==> config.mk <==
export PLATFORM = sky130hd
export DESIGN_NAME = controle_varredura_servo
export DESIGN_NICKNAME = d
export VERILOG_FILES = /design/src/rtl/controle_varredura_servo.sv
export SDC_FILE = /design/constraint.sdc
export NUM_CORES = 1
export LEC_CHECK = 0
export ABC_AREA = 0
export BUFFER_PORTS_ARGS = -buffer_cell sky130_fd_sc_hd__buf_2
export CAP_MARGIN = 40
export CORE_UTILIZATION = 45
export CTS_CLUSTER_DIAMETER = 150
export DETAILED_ROUTE_END_ITERATION = 8
export PLACE_DENSITY = 0.64
export SYNTH_ARGS = -nofsm -noshare
export SYNTH_HDL_FRONTEND = slang
export SYNTH_SLANG_ARGS = --single-unit
==> constraint.sdc <==
create_clock -name clock -period 2.5 [get_ports clock]
set_input_delay 0.125 -clock clock [delete_from_list [all_inputs] [get_ports clock]]
set_output_delay 0.125 -clock clock [all_outputs]
set_load 0.02 [all_outputs]
==> src/rtl/controle_varredura_servo.sv <==
// ---------------------------------------------------------------------------
// controle_varredura_servo
//
// Sweep sequencer for the sonar servo. Walks the servo through positions
// 0..7 and back (ping-pong). At every position it waits a mechanical
// settling time, then issues a one-cycle measurement request to the
// ultrasonic ranging block. It waits for that block's done pulse or a
// timeout, and then advances to the next position.
//
// Ports
//   clock        in   system clock, rising edge
//   reset        in   synchronous, active-low reset
//   ligar        in   sweep enable (level)
//   fim_medida   in   one-cycle done pulse from the ranging block
//   largura      out  [2:0] position code for the PWM generator (registered)
//   sentido      out  sweep direction, 0 = ascending, 1 = descending (registered)
//   medir        out  one-cycle measurement request (registered)
//   medida_ok    out  one-cycle pulse after fim_medida is accepted (registered)
//   erro_timeout out  one-cycle pulse after the measurement wait expires (registered)
//   db_estado    out  [2:0] current FSM state code, for debug
// ---------------------------------------------------------------------------
module controle_varredura_servo #(
   parameter int unsigned TEMPO_ASSENTAMENTO = 32'd25000000,
   parameter int unsigned TIMEOUT_MEDIDA     = 32'd2500000
) (
   input  logic       clock,
   input  logic       reset,
   input  logic       ligar,
   input  logic       fim_medida,
   output logic [2:0] largura,
   output logic       sentido,
   output logic       medir,
   output logic       medida_ok,
   output logic       erro_timeout,
   output logic [2:0] db_estado
);

   typedef enum logic [2:0] {
      INICIAL = 3'd0,
      ASSENTA = 3'd1,
      MEDE    = 3'd2,
      ESPERA  = 3'd3,
      PROXIMA = 3'd4
   } t_estado;

   localparam logic [31:0] C_ULT_ASSENTA = TEMPO_ASSENTAMENTO - 32'd1;
   localparam logic [31:0] C_ULT_ESPERA  = TIMEOUT_MEDIDA - 32'd1;

   t_estado     r_estado;
   t_estado     w_prox;
   logic [31:0] r_conta;
   logic [2:0]  r_largura;
   logic        r_sentido;
   logic        r_medir;
   logic        r_medida_ok;
   logic        r_erro_timeout;
   logic        w_aceita;
   logic        w_expira;
   logic [3:0]  w_posicao;

   // Next position in the ping-pong sweep, returned as {sentido, largura}.
   // The direction flips at the end stops so the code never wraps.
   function automatic logic [3:0] proxima_posicao(input logic [2:0] pos,
                                                  input logic       desc);
      logic [3:0] res;
      if (!desc && pos == 3'd7) begin
         res = {1'b1, 3'd6};
      end else if (desc && pos == 3'd0) begin
         res = {1'b0, 3'd1};
      end else if (desc) begin
         res = {1'b1, pos - 3'd1};
      end else begin
         res = {1'b0, pos + 3'd1};
      end
      return res;
   endfunction

   assign w_posicao = proxima_posicao(r_largura, r_sentido);

   // Next-state logic. In ESPERA, dropping ligar beats a simultaneous
   // fim_medida, and fim_medida beats a simultaneous timeout.
   always_comb begin
      w_prox   = r_estado;
      w_aceita = 1'b0;
      w_expira = 1'b0;
      case (r_estado)
         INICIAL: begin
            if (ligar) w_prox = ASSENTA;
         end
         ASSENTA: begin
            if (!ligar) begin
               w_prox = INICIAL;
            end else if (r_conta == C_ULT_ASSENTA) begin
               w_prox = MEDE;
            end
         end
         MEDE: begin
            w_prox = ESPERA;
         end
         ESPERA: begin
            if (!ligar) begin
               w_prox = INICIAL;
            end else if (fim_medida) begin
               w_prox   = PROXIMA;
               w_aceita = 1'b1;
            end else if (r_conta == C_ULT_ESPERA) begin
               w_prox   = PROXIMA;
               w_expira = 1'b1;
            end
         end
         PROXIMA: begin
            w_prox = ligar ? ASSENTA : INICIAL;
         end
         default: begin
            w_prox = INICIAL;
         end
      endcase
   end

   // State, dwell counter and registered outputs. The counter restarts on
   // every state change, so the ASSENTA/ESPERA dwell is measured from entry.
   always_ff @(posedge clock) begin
      if (!reset) begin
         r_estado       <= INICIAL;
         r_conta        <= '0;
         r_largura      <= 3'd0;
         r_sentido      <= 1'b0;
         r_medir        <= 1'b0;
         r_medida_ok    <= 1'b0;
         r_erro_timeout <= 1'b0;
      end else begin
         r_estado <= w_prox;
         if (w_prox != r_estado) begin
            r_conta <= '0;
         end else begin
            r_conta <= r_conta + 32'd1;
         end
         // medir is decoded from the next state so it is high exactly
         // during the MEDE cycle while still coming from a flop.
         r_medir        <= (w_prox == MEDE);
         r_medida_ok    <= w_aceita;
         r_erro_timeout <= w_expira;
         if (r_estado == PROXIMA) begin
            {r_sentido, r_largura} <= w_posicao;
         end
      end
   end

   assign largura      = r_largura;
   assign sentido      = r_sentido;
   assign medir        = r_medir;
   assign medida_ok    = r_medida_ok;
   assign erro_timeout = r_erro_timeout;
   assign db_estado    = r_estado;

endmodule

* After elaboration in Yosys (flattened, before gate mapping) *
Index checks and enable logic that the tools add are counted.

word-level totals
  output and inout port bits = 10
  input port bits = 4
  flip-flop bits (word level) = 42
  logic and storage cells = 43

operators by class
  bitwise operators = 3
  $add $sub $neg = 3
  reductions and logical operators = 8
  equality and inequality tests = 9
  mux-type cells = 13

operator list
  cell                     number
  $add A32 B1 Y32 const B  1
  $eq A32 B22 Y1 const B   1
  $eq A32 B25 Y1 const B   1
  $mux W3                  6
  $pmux W3 S5              1
  $mux W4                  3
  $eq A3 B2 Y1 const B     3
  $eq A3 B3 Y1 const B     2
  $logic_not A3 Y1         2
  $reduce_or A4 Y1         1
  $add A3 B1 Y3 const B    1
  $eq A3 B1 Y1 const B     1
  $mux W1                  3
  $ne A3 B3 Y1             1
  $not A1 Y1               3
  $reduce_and A3 Y1        1
  $sub A3 B1 Y3 const B    1
  $logic_and A1 B1 Y1      2
  $reduce_or A2 Y1         1
  $logic_not A1 Y1         1

* Longest topological paths before layout *
Gate-level depths: netlist (run 1).

  depth after elaboration = 7
  mapped depth = 7
  gate-level depth less buffers = 6

* Least setup slack after synthesis (run 1) *
Ideal clock, no wire load.

  path kind = register -> register
  start point = reg r_conta[7]
  end point = reg r_conta[10]
  setup slack = 0.401 ns
  arrival time = 1.982 ns
  setup time = 0.117 ns
  buffers on the path = 1
  stages on the path, launching flop included = 7
  cell sequence = dfxtp_1 or4b_1 or4_1 o32a_1 o21ai_4 buf_6 nor3_2

on the way
  cells in the longest elaborated chain, start to end = 7

ends and longest elaborated chain
  what                               line  source
  start: declaration                 51    logic [31:0] r_conta;
  start signal: assignment           136   r_conta <= r_conta + 32'd1;
  $eq A32 B22 Y1                     106   end else if (r_conta == C_ULT_ESPERA) begin
  $mux W3                            106
  $mux W3                            103   end else if (fim_medida) begin
  $mux W3                            101   if (!ligar) begin
  $pmux W3 S5                        86    case (r_estado)
  $ne A3 B3 Y1                       133   if (w_prox != r_estado) begin
  $reduce_or A2 Y1 (no source line)  -

Several ways; a longest one is shown, not always the timed one.
A chain may end at the register's enable or synchronous reset.

* Worst setup path in the final report (run 1) *
  start point = reg r_conta[11]
  end point = reg r_conta[12]

Same word-level chain as after synthesis.

==> qor_table.md, run 1 <==
| Step | Quantity | Value |
|:---|:---|:---|
| status | Result of the run | finished, final reports clean |
| routing | Number of iterations in the first detailed-routing pass | 4 |
| finish | Fin nets | 276 |
| worst setup path | Required time at the worst-slack endpoint | 2.68 ns |
| clock network | Root buf cell | sky130_fd_sc_hd__clkbuf_8 |
| pwr | Clock network power share | 0.401 |
| die | Placement row count | 25 |
| timing | RSZ-0062 raised after global routing | false |
| finish | Share of post-route cells with drive strength above 1 | 0.1882 |
| finish | Most frequent standard cell in the layout excluding fill and tap cells | sky130_fd_sc_hd__dfxtp_1 |
| placed design | Number of placed instances with taps included | 330 |
| pwr | Part of the total power dissipated in sequential elements | 0.539 |
| timing | Hold_ws | 0.07025 ns |
| synthesis | Synth Flop Type | sky130_fd_sc_hd__dfxtp_1 |
| synthesis | Avg Cell Area, Syn | 8.894 um2 |
| routing | Vias | 1838 |
| grt | Maximum number of pins on one net before global-route repair | 32 |
| clock network | Clock tree from TritonCTS | done |
| pwr | Cell internal power dissipation | 0.0009755 W |
| finish | Area growth from synthesis to final layout | 10.43% |
| grt | First-pass GRT wire length | 7.976 mm |
| pwr | Max VDD drop | 0.0002914 V |
| routing | Violation count after the first detailed-routing iteration | 134 |
| synthesis | Post-synthesis compound-gate area fraction | 0.08093 |
| clock network | Clock H-tree levels | 2 |
| grt | GRT Resource Usage Total | 0.1890 |
| timing | Number of failing setup endpoints in the final timing report | 0 |
| clock network | Worst-Skew Late Latency | 0.29 ns |
| hold path | Worst hold path type | primary input to flop |
| clock network | Post-cts repair resize count | 0 |
| finish | Count of fill cells added during filler insertion | 472 |
| worst setup path | Setup slack of the most critical reg-to-reg path | 0.20 ns |
| worst setup path | Critical path cell sequence | or4b_1 > or4_1 > o32a_1 > o21ai_4 > buf_4 > nor3_1 |
| grt | Total congestion overflow | 0 |
| finish | Number of diodes | 0 |
| routing | Routed Antenna Nets | 0 |
| pwr | Power density over the cells | 493.0 nW/um2 |
| pwr | Gate power share | 0.059 |
| die | Initial core utilization | 0.4782 |
| synthesis | Number of flops mapped to enable cells by yosys | 0 |
| worst setup path | Largest fanout of any net on the critical path | 14 |
| clock network | Clock tree sinks | 42 |
| pwr | Cell leakage power | 0.7640 nW |
| worst setup path | CP Launch Type | flop |
| hold path | Terminating pin of the worst hold path | erro_timeout$_SDFF_PP0_ |
| worst setup path | Worst setup EP type | flop |
| finish | Cell Count, Final, Fillers Out | 338 |
| routing | Routed wire length | 4.491 mm |
| flow run | Maximum Capacitance Violations | 0 |
| synthesis | Post-synthesis simple-gate area fraction | 0.3672 |
| grt | Antenna violations before repair | 0 |
| synthesis | Fraction of synthesized area in multiplexers | 0 |
| hold path | Source of the worst hold timing path | fim_medida |
| synthesis | Number of distinct library cells after synthesis | 48 |
| timing | Final setup TNS | 0 ns |
| worst setup path | Cell family contributing the most delay on the critical path | simple AND/OR/NAND/NOR gates |
| finish | Top library cells by usage in the layout, fill and taps aside | sky130_fd_sc_hd__dfxtp_1 (42), sky130_fd_sc_hd__xnor2_1 (25), sky130_fd_sc_hd__nor3_1 (24) |
| worst setup path | Endpoint arrival time on the critical path | 2.48 ns |
| die | Floorplan Core Area | 4817 um2 |
| synthesis | Number of warnings issued by yosys | 0 |
| die | Die area | 5409 um2 |
| routing | DR vias/cell | 5.438 |
| synthesis | Number of cells produced by synthesis | 259 |
| die | Die Y | 73.55 um |
| synthesis | Synthesized-area fraction occupied by adder cells | 0.01412 |
| hold path | Hold-critical path depth | 2 |
| clock network | Clock-pin slew reported for the worst setup and hold paths after clock tree synthesis | 0.08 ns |
| timing | Clock skew after layout | 0.005475 ns |
| worst setup path | Crit-path slowest cell | sky130_fd_sc_hd__or4_1 |
| routing | DR WL/cell | 13.29 um |
| placed design | Port bufs | 13 |
| synthesis | Net count after synthesis | 265 |
| grt | Number of global-route vias before repair | 1693 |
| timing | Min cycle time layout | 2.304 ns |
| timing | Slew Limit Fails | 0 |
| synthesis | Sequential element share of the synthesized area | 0.3650 |
| pwr | Switching Share | 0.2221 |
| worst setup path | Crit-path max cell delay | 0.47 ns |
| synthesis | Proportion of synthesized flip-flops having asynchronous set or reset | 0 |
| placed design | Final GP Congestion | 0.7947 |
| synthesis | Netlist Area Pre-Place | 2303 um2 |
| pwr | Total power draw | 0.001254 W |
| timing | Number of failing hold endpoints at the final stage | 0 |
| clock network | Number of buffers on the longest clock path | 2 |
| placed design | Final HPWL DP | 3.086 mm |
| worst setup path | Total buffers and inverters traversed by the critical path | 1 |
| timing | Achievable clock frequency | 434.1 MHz |
| clock network | Post-cts hold buffer count | 0 |
| synthesis | Largest family of logic cells by synthesized area | simple AND/OR/NAND/NOR gates |
| finish | Post-layout utilization of the core | 0.5281 |
| worst setup path | Reg-to-reg critical path endpoint | r_conta[12]$_SDFF_PP0_ |
| worst setup path | Cell count of the worst reg-to-reg path | 6 |
| timing | Transition at the pin with the smallest max-transition slack | 0.6405 ns |
| worst setup path | Startpoint of the lowest-slack register-to-register path | r_conta[11]$_SDFF_PP0_ |
| worst setup path | Worst Setup Path Type | flop to flop |
| clock network | Setup repair bufs after CTS | 0 |
| pwr | Power spent charging and discharging nets | 0.0002785 W |
| timing | Final worst-path cycle share | 0.9214 |
| synthesis | Number of flip-flops and latches in the synthesized netlist | 42 |
| die | Count of pins on the block boundary | 14 |
| routing | Number of remaining DRC errors | 0 |
| die | Die width | 73.55 um |
| clock network | Total clock buffers created by CTS | 5 |
| synthesis | Parity-gate share of the synthesized area counting xor and xnor cells | 0.1179 |
| timing | Worst slew margin | 0.5721 |
==> synthesized netlist by cell type, types with 2 or more instances <==
cell type                  instances  share of area
sky130_fd_sc_hd__nand3_1           9          0.020
sky130_fd_sc_hd__and4_1            3          0.011
sky130_fd_sc_hd__xor2_1            6          0.023
sky130_fd_sc_hd__nand2b_1          3         0.0081
sky130_fd_sc_hd__a21oi_1           2         0.0043
sky130_fd_sc_hd__clkbuf_1          8          0.013
sky130_fd_sc_hd__and3_1            2         0.0054
sky130_fd_sc_hd__buf_2             2         0.0043
sky130_fd_sc_hd__nand2_1          16          0.026
sky130_fd_sc_hd__a211oi_1          2         0.0065
sky130_fd_sc_hd__o21ai_0           7          0.015
sky130_fd_sc_hd__nor3b_1           3         0.0098
sky130_fd_sc_hd__xnor2_1          25          0.095
sky130_fd_sc_hd__buf_4             2         0.0065
sky130_fd_sc_hd__nor2b_1           4          0.011
sky130_fd_sc_hd__nor4bb_1          2         0.0087
sky130_fd_sc_hd__nand4_1          11          0.030
sky130_fd_sc_hd__nor4b_1           3          0.011
sky130_fd_sc_hd__nor2_1           12          0.020
sky130_fd_sc_hd__and2_1            6          0.016
sky130_fd_sc_hd__nor3_2           20          0.087
sky130_fd_sc_hd__nor4_1            9          0.024
sky130_fd_sc_hd__buf_6             3          0.015
sky130_fd_sc_hd__dfxtp_1          42           0.37
sky130_fd_sc_hd__or4_1             2         0.0065
sky130_fd_sc_hd__inv_1            10          0.016
sky130_fd_sc_hd__nor3_1           24          0.052
==> final cells by class <==
| class | instances | area [um2] | share of cell area |
|---|---|---|---|
| well taps | 67 | 83.83 | 0.03296 |
| multi-input cells | 192 | 1336 | 0.5253 |
| inverters | 10 | 37.54 | 0.01476 |
| repair buffers | 19 | 135.1 | 0.05312 |
| flip-flops and latches | 42 | 840.8 | 0.3305 |
| clock buffers | 8 | 110.1 | 0.04329 |
==> power by group through the flow <==
stage,clock network (W),logic (W),registers (W)
floorplan,0,0.0000568,0.000691
CTS,0.000520,0.0000755,0.000676
detailed placement,0,0.0000751,0.000692
finish,0.000503,0.0000746,0.000676
global route,0.000547,0.0000826,0.000677
global placement,0,0.0000752,0.000692
==> per-stage QoR <==
stage	instance area [um2]	worst slack [ns]
2_1_floorplan	2303	0.4008
3_3_place_gp	2434	0.2651
3_5_place_dp	2434	0.2293
4_1_cts	2544	0.1967
5_1_grt	2544	0.06885
6_report	2544	0.1964
==> sequential cells by signal, summed over array words and instances (netlist names) <==
register / flops
db_estado: 3
largura: 3
medida_ok: 1
sentido: 1
medir: 1
erro_timeout: 1
r_conta: 32
==> metal layers <==
layer	wire length, um	track usage	vias to the layer above	share of wire
li1	-	-	941	-
met1	2310	0.2759	842	0.51
met2	1923	0.2701	46	0.43
met3	179	0.03704	9	0.040
met4	78	0.07479	0	0.017
met5	0	0	-	0
==> cells by family after synthesis <==
group / count (synthesis)
adder cells (fa/ha/maj): 2
buffers and inverters: 25
AND/OR/NAND/NOR: 135
XOR/XNOR: 31
flip-flops: 42
AO/OA/AOI/OAI: 24
==> worst max-delay path by stage <==
stage               cells past startpoint                      to  slack (ns)              startpoint
finish                                  6  r_conta[12]$_SDFF_PP0_        0.20  r_conta[11]$_SDFF_PP0_
global route                            6  r_conta[17]$_SDFF_PP0_        0.07  r_conta[18]$_SDFF_PP0_
CTS                                     6  r_conta[12]$_SDFF_PP0_        0.20   r_conta[7]$_SDFF_PP0_
detailed placement                      6  r_conta[12]$_SDFF_PP0_        0.23   r_conta[7]$_SDFF_PP0_
global placement                        6  r_conta[13]$_SDFF_PP0_        0.27   r_conta[7]$_SDFF_PP0_
floorplan                               6  r_conta[10]$_SDFF_PP0_        0.40   r_conta[7]$_SDFF_PP0_
(Power assumes the default switching activity.)
==> run 2, diff against run 1 <==
Settings changed: CORE_ASPECT_RATIO from default to 1.2.
==> run 2 against run 1 <==
Net effect:
- clock skew increased by 0.0011 ns
- register-to-register slack improved by 0.03 ns
- die area about the same
- highest routed layer unchanged
==> qor_table.md, run 2 (same netlist as run 1, synthesis figures left out) <==
| Step | Quantity | Value | Change |
|:---|:---|:---|:---|
| finish | Top library cells by usage in the layout, fill and taps aside | sky130_fd_sc_hd__dfxtp_1 (42), sky130_fd_sc_hd__xnor2_1 (25), sky130_fd_sc_hd__nor3_1 (24) |  |
| clock network | Total clock buffers created by CTS | 5 | unchanged |
| timing | Clock skew after layout | 0.006589 ns | +0.001113 ns |
| worst setup path | Worst setup EP type | flop |  |
| clock network | Clock tree sinks | 42 | unchanged |
| grt | GRT Resource Usage Total | 0.1833 | -0.005645 |
| grt | Maximum number of pins on one net before global-route repair | 33 | +3.1% |
| finish | Number of diodes | 0 | unchanged |
| routing | Number of remaining DRC errors | 0 | unchanged |
| finish | Post-layout utilization of the core | 0.5109 | -0.01716 |
| clock network | Setup repair bufs after CTS | 0 | unchanged |
| pwr | Cell leakage power | 0.7541 nW | -1.3% |
| worst setup path | Critical path cell sequence | or4b_1 > or4_1 > o32a_1 > o21ai_4 > buf_12 > nor3_1 |  |
| grt | First-pass GRT wire length | 7.521 mm | -5.7% |
| routing | Routed Antenna Nets | 0 | unchanged |
| worst setup path | Crit-path max cell delay | 0.47 ns | about the same |
| die | Floorplan Core Area | 4940 um2 | +2.5% |
| die | Die width | 67.31 um | -8.5% |
| routing | DR vias/cell | 5.497 | +1.1% |
| routing | Vias | 1814 | -1.3% |
| timing | Number of failing hold endpoints at the final stage | 0 | unchanged |
| clock network | Root buf cell | sky130_fd_sc_hd__clkbuf_8 |  |
| clock network | Clock-pin slew reported for the worst setup and hold paths after clock tree synthesis | 0.08 ns | about the same |
| pwr | Total power draw | 0.001275 W | +1.7% |
| routing | Number of iterations in the first detailed-routing pass | 4 | unchanged |
| clock network | Post-cts repair resize count | 0 | unchanged |
| pwr | Max VDD drop | 0.0002764 V | -5.2% |
| worst setup path | Worst Setup Path Type | flop to flop |  |
| finish | Top register by number of flip-flops | r_conta |  |
| grt | Antenna violations before repair | 0 | unchanged |
| timing | Min cycle time layout | 2.271 ns | -0.03224 ns |
| die | Die Y | 80.38 um | +9.3% |
| timing | RSZ-0062 raised after global routing | false |  |
| timing | Final setup TNS | 0 ns | unchanged |
| flow run | Maximum Capacitance Violations | 0 | unchanged |
| worst setup path | Setup slack of the most critical reg-to-reg path | 0.23 ns | +0.03 ns |
| clock network | Clock tree from TritonCTS | done |  |
| finish | Most frequent standard cell in the layout excluding fill and tap cells | sky130_fd_sc_hd__dfxtp_1 |  |
| placed design | Post-placement cell area | 2417 um2 | -0.67% |
| status | Result of the run | finished, final reports clean |  |
| finish | Fin nets | 275 | -0.36% |
| finish | Share of post-route cells with drive strength above 1 | 0.1778 | -0.01041 |
| placed design | Port bufs | 13 | unchanged |
| timing | Final worst-path cycle share | 0.9086 | -0.01290 |
| worst setup path | CP Launch Type | flop |  |
| placed design | Final GP Congestion | 0.8415 | +5.9% |
| grt | Number of global-route vias before repair | 1654 | -2.3% |
| finish | Design area | 2524 um2 | -0.79% |
| clock network | Number of buffers on the longest clock path | 2 | unchanged |
| placed design | Final HPWL DP | 2.969 mm | -3.8% |
| timing | Worst slew margin | 0.6231 | +0.05104 |
| timing | Transition at the pin with the smallest max-transition slack | 0.5574 ns | -0.08303 ns |
| clock network | Post-cts hold buffer count | 0 | unchanged |
| worst setup path | Endpoint arrival time on the critical path | 2.45 ns | -0.03 ns |
| timing | Worst setup slack after layout | 0.2286 ns | +0.03224 ns |
| worst setup path | Largest fanout of any net on the critical path | 32 | +18 |
| timing | Slew Limit Fails | 0 | unchanged |
| worst setup path | Crit-path slowest cell | sky130_fd_sc_hd__or4_1 |  |
| clock network | Worst-Skew Late Latency | 0.29 ns | about the same |
| placed design | Post-Place Worst Slack | 0.2491 ns | +0.01982 ns |
| routing | Routed wire length | 4.400 mm | -2.0% |
| finish | Area growth from synthesis to final layout | 9.560% |  |
| routing | Violation count after the first detailed-routing iteration | 62 | -54% |
| finish | Count of fill cells added during filler insertion | 479 | +1.5% |
| clock network | Clock H-tree levels | 2 | unchanged |
| hold path | Worst hold path type | primary input to flop |  |
| pwr | Power density over the cells | 505.3 nW/um2 | +2.5% |
| die | Placement row count | 28 | +12% |
| finish | Flip-flop count of the largest register, all copies and words added | 32 | unchanged |
| grt | Total congestion overflow | 0 | unchanged |
| die | Count of pins on the block boundary | 14 | unchanged |
| die | Initial core utilization | 0.4663 | -0.01187 |
| die | Die area | 5410 um2 | about the same |
| worst setup path | Required time at the worst-slack endpoint | 2.68 ns | about the same |
| timing | Number of failing setup endpoints in the final timing report | 0 | unchanged |
| timing | Achievable clock frequency | 440.3 MHz | +1.4% |
| routing | DR WL/cell | 13.33 um | +0.35% |
## run 2: cell type report
cell class | instances | area [um2] | area share
Inverter | 10 | 37.54 | 0.01487
Clock inverter | 1 | 30.03 | 0.01190
Clock buffer | 7 | 76.32 | 0.03024
Multi-Input combinational cell | 192 | 1336 | 0.5295
Timing Repair Buffer | 18 | 127.6 | 0.05057
Sequential cell | 42 | 840.8 | 0.3332
Tap cell | 60 | 75.07 | 0.02975
## run 2: routing by layer
layer  GRT usage  wire length (um)  vias to the layer above
met1      0.2254              2155                      849
met3     0.03835               108                        6
li1            -                 -                      939
met2      0.3060              2071                       20
met5           0                 0                        -
met4     0.07021                64                        0
## run 2: worst paths after layout
| check | startpoint | to | depth (start not counted) |
|---|---|---|---|
| min | fim_medida | erro_timeout$_SDFF_PP0_ | 2 |
| max | r_conta[11]$_SDFF_PP0_ | r_conta[16]$_SDFF_PP0_ | 6 |
| max reg2reg | r_conta[11]$_SDFF_PP0_ | r_conta[16]$_SDFF_PP0_ | 6 |
| min reg2reg | r_conta[0]$_SDFF_PP0_ | r_conta[0]$_SDFF_PP0_ | 1 |
## run 2: through the flow
step                std cells  hold WS (ns)
global placement          322        0.3813
finish                    330       0.06458
CTS                       330       0.06255
global route              330       0.07358
detailed placement        322        0.3781
floorplan                 259        0.2017
## run 2: worst max-delay path: cells and delay by family, from the launching register on
kind,cells,cell delay [ns]
buffers and inverters,1,0.23
AND/OR/NAND/NOR,3,0.98
flip-flops,1,0.42
AO/OA/AOI/OAI,2,0.51
## run 2: report_power, final
part	total, W	switching [W]	internal [W]
logic	0.0000717	0.0000482	0.0000235
registers	0.000676	0.00000418	0.000672
clock network	0.000527	0.000228	0.000299
total	0.00128	0.000281	0.000994
==> run 3, diff against run 2 <==
Settings changed: BUFFER_PORTS_ARGS -buffer_cell sky130_fd_sc_hd__buf_2 to -buffer_cell sky130_fd_sc_hd__clkbuf_2.
Clock period 2.5 ns to 2.9 ns, I/O delays scaled along.
==> run 3 against run 2 <==
Net effect:
- hold slack gained 0.039 ns
- sequential power is 14% lower
- sequential share of layout area increased by 0.57 points
- combinational power fell by 16%
- first-iteration DRC count up 13%
- cell area fell by 1.7%
- global-route usage up 0.30 points
- cell count fell by 0.61%
- count of clock-buffer cells in the layout stayed put
- setup slack improved by 0.41 ns
- die area unchanged
==> qor_table.md, run 3 (same netlist as run 1, synthesis figures left out) <==
| Step | Quantity | Value | Change |
|:---|:---|:---|:---|
| timing | Number of failing hold endpoints at the final stage | 0 | unchanged |
| clock network | Clock-pin slew reported for the worst setup and hold paths after clock tree synthesis | 0.08 ns | about the same |
| timing | Number of failing setup endpoints in the final timing report | 0 | unchanged |
| finish | Top library cells by usage in the layout, fill and taps aside | sky130_fd_sc_hd__dfxtp_1 (42), sky130_fd_sc_hd__xnor2_1 (25), sky130_fd_sc_hd__nor3_1 (24) |  |
| status | Result of the run | finished, final reports clean |  |
| timing | Achievable clock frequency | 442.7 MHz | +0.56% |
| clock network | Setup repair bufs after CTS | 0 | unchanged |
| timing | Final setup TNS | 0 ns | unchanged |
| finish | Top register by number of flip-flops | r_conta |  |
| routing | Vias | 1841 | +1.5% |
| timing | Final worst-path cycle share | 0.7788 | -0.1297 |
| worst setup path | Endpoint arrival time on the critical path | 2.44 ns | about the same |
| routing | Routed Antenna Nets | 0 | unchanged |
| finish | Fin nets | 273 | -0.73% |
| worst setup path | Setup slack of the most critical reg-to-reg path | 0.64 ns | +0.41 ns |
| hold path | Hold-critical path depth | 2 | unchanged |
| finish | Most frequent standard cell in the layout excluding fill and tap cells | sky130_fd_sc_hd__dfxtp_1 |  |
| pwr | Cell leakage power | 0.7285 nW | -3.4% |
| worst setup path | Cell count of the worst reg-to-reg path | 6 | unchanged |
| clock network | Post-cts repair resize count | 0 | unchanged |
| grt | Total congestion overflow | 0 | unchanged |
| routing | Number of iterations in the first detailed-routing pass | 4 | unchanged |
| hold path | Worst hold path type | primary input to flop |  |
| worst setup path | Largest fanout of any net on the critical path | 21 | -34% |
| die | Die Y | 80.38 um | unchanged |
| timing | Transition at the pin with the smallest max-transition slack | 0.7200 ns | +0.1625 ns |
| routing | Number of remaining DRC errors | 0 | unchanged |
| clock network | Worst-Skew Late Latency | 0.30 ns | about the same |
| timing | Clock skew after layout | 0.009823 ns | +0.003235 ns |
| die | Floorplan Core Area | 4940 um2 | unchanged |
| finish | Area growth from synthesis to final layout | 7.713% |  |
| routing | Routed wire length | 4.506 mm | +2.4% |
| finish | Sequential cell area | 840.8 um2 | unchanged |
| clock network | Number of buffers on the longest clock path | 2 | unchanged |
| placed design | Final GP Congestion | 0.8185 | -2.7% |
| clock network | Clock tree from TritonCTS | done |  |
| finish | Flip-flop count of the largest register, all copies and words added | 32 | unchanged |
| clock network | Total clock buffers created by CTS | 5 | unchanged |
| die | Die width | 67.31 um | unchanged |
| finish | Post-layout utilization of the core | 0.5023 | -0.008612 |
| routing | DR vias/cell | 5.613 | +2.1% |
| timing | Min cycle time layout | 2.259 ns | -0.01275 ns |
| pwr | Max VDD drop | 0.0002404 V | -13% |
| timing | RSZ-0062 raised after global routing | false |  |
| routing | Violation count after the first detailed-routing iteration | 70 | +13% |
| timing | Worst slew margin | 0.5190 | -0.1042 |
| grt | First-pass GRT wire length | 7.596 mm | +1.0% |
| die | Initial core utilization | 0.4663 | unchanged |
| finish | Number of diodes | 0 | unchanged |
| placed design | Final HPWL DP | 3.011 mm | +1.4% |
| pwr | Power density over the cells | 416.7 nW/um2 | -18% |
| die | Count of pins on the block boundary | 14 | unchanged |
| timing | Slew Limit Fails | 0 | unchanged |
| grt | Number of global-route vias before repair | 1647 | -0.42% |
| placed design | Port bufs | 13 | unchanged |
| pwr | Total power draw | 0.001034 W | -19% |
| worst setup path | Worst Setup Path Type | flop to flop |  |
| grt | Antenna violations before repair | 0 | unchanged |
| clock network | Clock H-tree levels | 2 | unchanged |
| worst setup path | Required time at the worst-slack endpoint | 3.08 ns | +0.40 ns |
| clock network | Post-cts hold buffer count | 0 | unchanged |
| finish | Count of fill cells added during filler insertion | 472 | -1.5% |
| clock network | Clock tree sinks | 42 | unchanged |
| routing | DR WL/cell | 13.74 um | +3.0% |
| grt | GRT Resource Usage Total | 0.1864 | +0.003033 |
| grt | Maximum number of pins on one net before global-route repair | 33 | unchanged |
| finish | Area taken by multi-input logic gates | 1336 um2 | unchanged |
| clock network | Root buf cell | sky130_fd_sc_hd__clkbuf_8 |  |
| worst setup path | CP Launch Type | flop |  |
| finish | Share of post-route cells with drive strength above 1 | 0.1754 | -0.002405 |
| die | Placement row count | 28 | unchanged |
| worst setup path | Worst setup EP type | flop |  |
| die | Die area | 5410 um2 | unchanged |
| flow run | Maximum Capacitance Violations | 0 | unchanged |
run 3: cell types whose count changed in the layout (fill, tap and decap cells not counted):
cell,change
sky130_fd_sc_hd__clkbuf_1,-1
sky130_fd_sc_hd__buf_2,-13
sky130_fd_sc_hd__bufinv_16,-1
sky130_fd_sc_hd__buf_4,-1
sky130_fd_sc_hd__clkbuf_2,+13
sky130_fd_sc_hd__buf_12,-1
sky130_fd_sc_hd__clkbuf_8,+1
sky130_fd_sc_hd__clkinv_2,+1
run 3: per-layer routing:
layer | global-route usage | vias to the layer above | part of all wire
li1 | - | 939 | -
met1 | 0.2197 | 866 | 0.47
met2 | 0.3140 | 29 | 0.48
met3 | 0.04261 | 7 | 0.030
met4 | 0.08298 | 0 | 0.018
met5 | 0 | - | 0
run 3: cell type report:
cell class / count / share of cell area
multi-input combinational: 192 / 0.5386
sequential: 42 / 0.3389
timing repair buffer: 16 / 0.04034
clock inverter: 1 / 0.002017
tap: 60 / 0.03026
clock buffer: 7 / 0.03480
inverter: 10 / 0.01513
run 3: power breakdown:
group          switching, W  total (W)  internal, W
registers        0.00000378   0.000583     0.000579
clock network      0.000199   0.000391     0.000192
logic             0.0000420  0.0000602    0.0000182
total              0.000244    0.00103     0.000790
run 3: critical path, cell delays in order (launching register included):
cell	delay, ns
sky130_fd_sc_hd__dfxtp_1	0.34
sky130_fd_sc_hd__or4b_1	0.50
sky130_fd_sc_hd__or4_1	0.47
sky130_fd_sc_hd__nor4b_1	0.20
sky130_fd_sc_hd__a211oi_4	0.20
sky130_fd_sc_hd__buf_4	0.34
sky130_fd_sc_hd__nor3_1	0.09
run 3: final timing paths:
check | startpoint | end
setup / recovery | r_conta[7]$_SDFF_PP0_ | r_conta[18]$_SDFF_PP0_
hold / removal | fim_medida | erro_timeout$_SDFF_PP0_
setup reg to reg | r_conta[7]$_SDFF_PP0_ | r_conta[18]$_SDFF_PP0_
hold reg to reg | r_conta[0]$_SDFF_PP0_ | r_conta[0]$_SDFF_PP0_
run 3: per-stage QoR:
| step | instances | instance area, um2 | hold slack [ns] | worst slack (ns) |
|---|---|---|---|---|
| detailed placement | 320 | 2390 | 0.4179 | 0.6510 |
| floorplan | 259 | 2303 | 0.2217 | 0.8008 |
| CTS | 328 | 2481 | 0.08724 | 0.6321 |
| global route | 328 | 2481 | 0.09686 | 0.4417 |
| finish | 328 | 2481 | 0.1039 | 0.6414 |
| global placement | 320 | 2390 | 0.4111 | 0.6861 |
